## config.mk

```make
export PLATFORM = sky130hd
export DESIGN_NAME = if_id_stage_flat
export DESIGN_NICKNAME = d
export VERILOG_FILES = /design/src/rtl/if_id_stage_if.sv /design/src/rtl/if_id_stage.sv /design/src/flat_wrapper.sv
export SDC_FILE = /design/constraint.sdc
export NUM_CORES = 1
export LEC_CHECK = 0
export CAP_MARGIN = 20
export CORE_MARGIN = 8
export CORE_UTILIZATION = 47
export CTS_CLUSTER_DIAMETER = 50
export CTS_CLUSTER_SIZE = 8
export DETAILED_ROUTE_END_ITERATION = 16
export PLACE_DENSITY = 0.8
export SYNTH_ARGS = -nofsm -noshare
export SYNTH_HDL_FRONTEND = slang
export SYNTH_SLANG_ARGS = --single-unit
```

## constraint.sdc

```tcl
create_clock -name clk -period 3.1 [get_ports clk]
set_input_delay 0.465 -clock clk [delete_from_list [all_inputs] [get_ports clk]]
set_output_delay 0.465 -clock clk [all_outputs]
set_load 0.01 [all_outputs]
```

## src/rtl/if_id_stage_if.sv

```systemverilog
// rtl/if_id_stage_if.sv - fetch/decode boundary signals between the IF/ID stage and its surroundings
interface if_id_stage_if #(
    parameter int CNT_W = 16
);
    logic [31:0]      imem_data;
    logic             branch_taken;
    logic [31:0]      branch_target;
    logic             idex_memread;
    logic [4:0]       idex_rt;
    logic [31:0]      pc_out;
    logic [31:0]      ifid_instr;
    logic [31:0]      ifid_npc;
    logic             ifid_valid;
    logic             id_bubble;
    logic [CNT_W-1:0] stall_cnt;
    logic [CNT_W-1:0] flush_cnt;

    modport master (
        input  imem_data, branch_taken, branch_target, idex_memread, idex_rt,
        output pc_out, ifid_instr, ifid_npc, ifid_valid, id_bubble, stall_cnt, flush_cnt
    );

    modport slave (
        output imem_data, branch_taken, branch_target, idex_memread, idex_rt,
        input  pc_out, ifid_instr, ifid_npc, ifid_valid, id_bubble, stall_cnt, flush_cnt
    );
endinterface

```

## src/rtl/if_id_stage.sv

```systemverilog
// rtl/if_id_stage.sv - PC, IF/ID register, load-use stall and taken-branch flush
module if_id_stage #(
    parameter logic [31:0] RESET_PC = 32'h0000_0000,
    parameter int          CNT_W    = 16
) (
    input  logic          clk,
    input  logic          reset,
    if_id_stage_if.master bus
);
    logic [31:0]      pc_q;
    logic [31:0]      instr_q;
    logic [31:0]      npc_q;
    logic             valid_q;
    logic [CNT_W-1:0] stall_q;
    logic [CNT_W-1:0] flush_q;

    logic [4:0]  rs;
    logic [4:0]  rt;
    logic        load_use;
    logic [31:0] pc_plus4;

    always_comb begin
        rs       = instr_q[25:21];
        rt       = instr_q[20:16];
        // rt is compared for every opcode: conservative, never misses a real hazard
        load_use = valid_q && bus.idex_memread && (bus.idex_rt != 5'd0) &&
                   ((bus.idex_rt == rs) || (bus.idex_rt == rt));
        pc_plus4 = pc_q + 32'd4;
    end

    always_ff @(posedge clk) begin
        if (reset) begin
            pc_q    <= RESET_PC;
            instr_q <= 32'd0;
            npc_q   <= 32'd0;
            valid_q <= 1'b0;
            stall_q <= '0;
            flush_q <= '0;
        end else if (bus.branch_taken) begin
            // flush beats stall; the NOP left behind is invalid so it cannot stall later
            pc_q    <= bus.branch_target & 32'hFFFF_FFFC;
            instr_q <= 32'd0;
            npc_q   <= 32'd0;
            valid_q <= 1'b0;
            if (flush_q != {CNT_W{1'b1}}) begin
                flush_q <= flush_q + {{(CNT_W-1){1'b0}}, 1'b1};
            end
        end else if (load_use) begin
            if (stall_q != {CNT_W{1'b1}}) begin
                stall_q <= stall_q + {{(CNT_W-1){1'b0}}, 1'b1};
            end
        end else begin
            pc_q    <= pc_plus4;
            instr_q <= bus.imem_data;
            npc_q   <= pc_plus4;
            valid_q <= 1'b1;
        end
    end

    assign bus.pc_out     = pc_q;
    assign bus.ifid_instr = instr_q;
    assign bus.ifid_npc   = npc_q;
    assign bus.ifid_valid = valid_q;
    assign bus.id_bubble  = reset || bus.branch_taken || load_use;
    assign bus.stall_cnt  = stall_q;
    assign bus.flush_cnt  = flush_q;
endmodule

```

## src/flat_wrapper.sv

```systemverilog
// flat-port wrapper written by rule: the top's interface ports become plain ports
module if_id_stage_flat 
#(
    parameter logic [31:0] RESET_PC = 32'h0000_0000,
    parameter int          CNT_W    = 16
)
  (clk, reset, bus_imem_data, bus_branch_taken, bus_branch_target, bus_idex_memread, bus_idex_rt, bus_pc_out, bus_ifid_instr, bus_ifid_npc, bus_ifid_valid, bus_id_bubble, bus_stall_cnt, bus_flush_cnt);
  if_id_stage_if #(.CNT_W(CNT_W)) bus_i ();
  input  logic clk;
  input  logic reset;
  input wire logic [$bits(bus_i.imem_data)-1:0] bus_imem_data;
  input wire logic [$bits(bus_i.branch_taken)-1:0] bus_branch_taken;
  input wire logic [$bits(bus_i.branch_target)-1:0] bus_branch_target;
  input wire logic [$bits(bus_i.idex_memread)-1:0] bus_idex_memread;
  input wire logic [$bits(bus_i.idex_rt)-1:0] bus_idex_rt;
  output wire logic [$bits(bus_i.pc_out)-1:0] bus_pc_out;
  output wire logic [$bits(bus_i.ifid_instr)-1:0] bus_ifid_instr;
  output wire logic [$bits(bus_i.ifid_npc)-1:0] bus_ifid_npc;
  output wire logic [$bits(bus_i.ifid_valid)-1:0] bus_ifid_valid;
  output wire logic [$bits(bus_i.id_bubble)-1:0] bus_id_bubble;
  output wire logic [$bits(bus_i.stall_cnt)-1:0] bus_stall_cnt;
  output wire logic [$bits(bus_i.flush_cnt)-1:0] bus_flush_cnt;
  assign bus_i.imem_data = bus_imem_data;
  assign bus_i.branch_taken = bus_branch_taken;
  assign bus_i.branch_target = bus_branch_target;
  assign bus_i.idex_memread = bus_idex_memread;
  assign bus_i.idex_rt = bus_idex_rt;
  assign bus_pc_out = bus_i.pc_out;
  assign bus_ifid_instr = bus_i.ifid_instr;
  assign bus_ifid_npc = bus_i.ifid_npc;
  assign bus_ifid_valid = bus_i.ifid_valid;
  assign bus_id_bubble = bus_i.id_bubble;
  assign bus_stall_cnt = bus_i.stall_cnt;
  assign bus_flush_cnt = bus_i.flush_cnt;
  if_id_stage #(.RESET_PC(RESET_PC), .CNT_W(CNT_W)) u_core (.clk(clk), .reset(reset), .bus(bus_i));
endmodule
```

======== After elaboration in Yosys (flattened, before gate mapping) ========
Index checks and enable logic that the tools add are counted.
word-level totals
  register bits after elaboration ......... 129
  latch bits .............................. 0
  RAM bits ................................ 0
  memory bits (read-only) ................. 0
  bits of input ports ..................... 73
  output and inout bits ................... 130
  logic and storage cells ................. 28
  memories ................................ 0
operators by class
  $add $sub $neg .......................... 3
  $mul .................................... 0
  divide/modulo/power cells ............... 0
  $lt $le $gt $ge ......................... 0
  equal/unequal tests ..................... 5
  shift-type cells ........................ 0
  muxes and demuxes ....................... 2
  bitwise logic cells ..................... 1
  reduce and logical (&&, ||, !) cells .... 10
operators by type and width
  cell                                                             count
  32-bit two-way mux                                               2
  16-bit by 1-bit adder with 16-bit output, second input constant  2
  32-bit by 3-bit adder with 32-bit output, second input constant  1
  16-bit inequality test, second input constant                    2
  5-bit == test                                                    2
  5-bit nonzero test                                               1
  1-bit logical AND                                                3
  1-bit logical OR                                                 3
  3-bit AND reduction                                              1
  2-bit inequality test, second input constant                     1
  2-bit AND reduction                                              1
  2-bit OR reduction                                               1
  1-bit NOT                                                        1

======== Longest topological paths before layout ========
  word-level depth ........................ 5
  gate-level depth with buffers ........... 8
  mapped depth without buffers ............ 6

======== Least setup slack after synthesis ========
Ideal clock, no wire load.
  path type ............................... input to output
  start ................................... input bus_idex_rt[0]
  end ..................................... output bus_id_bubble
  arrival ................................. 1.868 ns
  slack ................................... 0.767 ns
  stages .................................. 6
  cell sequence ........................... or4_1 > o211a_1 > buf_2 > nand2_1 > buf_2 > nand2_1
on the way
  word-level cells in the longest chain between the ends .. 4
  elaborated cells on any way between the ends .. 7
RTL lines
  item                                                   RTL line                              text
  start, declared                                        flat_wrapper.sv:15                    input wire logic [$bits(bus_i.idex_rt)-1:0] bus_idex_rt;
  5-bit == test or 5-bit nonzero test (tied branches)    if_id_stage.sv:27, if_id_stage.sv:26
  1-bit logical OR or 1-bit logical AND (tied branches)  if_id_stage.sv:27, if_id_stage.sv:26
  1-bit logical AND *                                    if_id_stage.sv:26                     load_use = valid_q && bus.idex_memread && (bus.idex_rt != 5'd0) &&
  1-bit logical OR *                                     if_id_stage.sv:64                     assign bus.id_bubble = reset || bus.branch_taken || load_use;
  end, declared                                          flat_wrapper.sv:20                    output wire logic [$bits(bus_i.id_bubble)-1:0] bus_id_bubble;
Mark *: on every way between the ends. The rest lies on a longest branch, timed or not.

======== Worst setup path in the final report ========
Ends and elaborated chain as after synthesis.

==> impl_results.md <==
- Status: finished clean
- Overall routing resource usage: 24.6%
- First-pass GRT wire length: 35.8 mm
- Layout Cells excl Fill: 1164
- Post-Synthesis Cell Area: between 6000 and 7000 um2
- CP Launch Type: primary input
- Multi-input gate area: around 3700 um2
- Core area: ~14000 um2
- Root buf cell: clkbuf_16
- Diode count: 0
- YS warnings: 0
- Fin. max-slew vios: 0
- Top post-synthesis cells by area: dfxtp_1 38%, nand3_1 6.8%, a21oi_1 4.1%, o21ai_0 3.9%, xnor2_1 3.7%
- Total CTS buffers: 17
- Yosys reg bits: ~130
- Clock Skews: around 0.0085 ns
- Met1 Use GR: between 30% and 40%
- Die Area: roughly 18000 um2
- Slowest stage delay, CP: 0.57 ns
- Leak: between 3 and 4 nW
- Yosys cell types: about 60
- Buffers on Ports: 196
- GRT met3 Usage: under 10%
- Number of filler cells placed in the layout: 1177
- Initial drt markers: 800
- Die Width: approximately 130 um
- Crit path max-delay family: buffers and inverters
- Fin util: between 60% and 70%
- H-tree Lvls: 4
- Post-synth EDFFs: 0
- Total grt overflow: 0
- Clk_lat worst skew: 0.42 ns
- RSZ-0062 raised after global routing: false
- Synth-to-Final Area Change: 40.3%
- Area leader, netlist: dfxtp_1
- Leading cell types by count after synthesis: 125 x dfxtp_1, 89 x nand3_1, 54 x a21oi_1
- # Post-CTS Setup Buffers: 0
- CTS tree: yes
- Critical setup path kind: in -> out
- CTS Hold Buffers Added: 0
- DP Wirelength: 15.8 mm
- Clk sinks: between 100 and 150
- Sequential area share after synthesis: a little under two fifths
- Layout cell share with drive strength beyond 1: between 8 and 9%
- CTS resizes: 0
- Syn Area/Cell: about 8.1 um2
- Slew of the pin with the lowest slew margin: between 0.8 and 0.9 ns
- Global route hottest layer: met2
- Final setup viols: 0
- Routed Wire Length: approximately 23 mm
- Crit path time final: around 3 ns
- Share of the synthesized area in the top cell type: a little under two fifths
- Dpl cells: between 1000 and 1500
- Antenna violations before repair: 1
- Dominant synthesized flop cell: dfxtp_1
- Slowest CP cell: or4_1
- Largest net degree at the start of global routing: 65
- Crit path arrival time: about 2.5 ns
- Worst-path clk slew: 0.06 ns
- Post-layout nets: 1047
- Starting density of the core: between 40 and 50%
- Fin Setup TNS: 0 ns
- VDD IR-drop max: a little under 400 uV
- Share of flip-flops with an asynchronous set or reset: 0%
- Via count: around 7000
- FF+latch area: 2500 um2
- Drt pass-1 iters: 5
- Fin crit share: a little over nine tenths
- Worst path bufs/invs: 2
- Relative slew margins: between 40 and 50%
- Required time worst endpoint: 2.63 ns
- Most common cell in the netlist: dfxtp_1
- PD cells: between 400 and 500 nW/um2
- CP Cell Sequence: clkdlybuf4s50_1 -> or4_1 -> o211a_2 -> nand2_1 -> nand2_1 -> clkdlybuf4s50_1
- Longest Clk Path Bufs: 2
- Number of global-route vias before repair: between 6000 and 7000
- Fin. Hold Viols: 0
- Top Ports: roughly 200
- # rows: 43
- Die H: approximately 130 um
- CP Capture Type: output pin
- Top achievable clock speed: approximately 330 MHz
- Met2 global-route usage: between 30% and 40%
- DR vias/cell: around 6.0
- Routability cong.: between 0.8 and 0.9
- Post-Syn Instances: 811
- Max-Cap Viols: 0
- WL per Instance: 19.8 um
- Hold crit path type: reg -> reg
- DRC viols: 0
- Post-route ant nets: 0
- CP Max Fanout: 3
routing by layer:
metal	share of wire, %	routed length (um)	vias to the layer above
met5	0.056	13	-
met4	3.4	784	2
met3	9.2	2130	57
met2	46	10700	337
met1	41	9440	3279
li1	-	-	3364
sequential cells by signal (all words and copies together), names as in the netlist:
| signal | count |
|---|---|
| u_core.bus.pc_out | 30 |
| u_core.bus.ifid_instr | 32 |
| u_core.bus.ifid_npc | 30 |
| u_core.bus.ifid_valid | 1 |
| u_core.bus.stall_cnt | 16 |
| u_core.bus.flush_cnt | 16 |
kinds of logic after synthesis:
kind of cell | count (synthesis) | synth area share [%]
compound gates | 228 | 22.9
fa+ha+maj | 3 | 0.569
mux | 6 | 1.01
xor+xnor | 45 | 5.98
buf+inv | 92 | 5.92
flops | 125 | 38.0
other cells | 1 | 0.0569
simple gates | 311 | 25.6
worst paths after layout:
kind | start | endpoint | slack (ns) | cells past startpoint
worst max register to register | u_core.bus.pc_out[4]$_SDFFE_PP0P_ | u_core.bus.pc_out[31]$_SDFFE_PP0P_ | 0.56 | 5
worst max-delay path | bus_idex_rt[0] | bus_id_bubble | 0.11 | 6
worst min-delay path | u_core.bus.ifid_instr[8]$_SDFFE_PP0N_ | u_core.bus.ifid_instr[8]$_SDFFE_PP0N_ | 0.46 | 2
worst min register to register | u_core.bus.ifid_instr[8]$_SDFFE_PP0N_ | u_core.bus.ifid_instr[8]$_SDFFE_PP0N_ | 0.46 | 2
cell type report:
cell class | instances | share of cell area (%)
sequential | 125 | 27.0
clock inverter | 10 | 1.24
multi-input combinational | 597 | 40.5
timing repair buffer | 218 | 23.3
clock buffer | 22 | 5.02
inverter | 12 | 0.487
tap | 180 | 2.43
through the flow:
step	hold slack [ns]	worst slack (ns)	cell area (um2)	power, mW
after floorplan	0.488	0.767	6600	2.01
after global placement	0.450	0.157	8670	2.31
after detailed placement	0.456	0.136	8670	2.32
after CTS	0.463	0.106	9250	4.25
after global routing	0.479	0.0156	9250	4.38
final	0.460	0.113	9250	4.24
cells in the final DEF, fill, tap and decap left out, drive strengths merged, types with 17 or more instances in the layout:
cell type and instances:
clkdlybuf4s50 194, dfxtp 125, nand3 90, a21oi 54
o21ai 52, nor3 46, nand2 39, nor2 36
a211oi 31, xnor2 28, buf 24, clkbuf 22
and3 21, o211ai 19, nor4 18, xor2 17
o31ai 17
where the power goes:
group          internal [mW]  switching [mW]
clock network           1.22           0.729
logic                  0.269           0.284
registers               1.67          0.0717
worst reg2reg max path, cell delays in order (launching register included):
cell	delay, ns
dfxtp_1	0.50
nand4_1	0.32
nor4_2	0.57
nand4_1	0.31
a2111oi_0	0.60
a211oi_1	0.11
No activity file was read; power rests on OpenSTA's default activity.
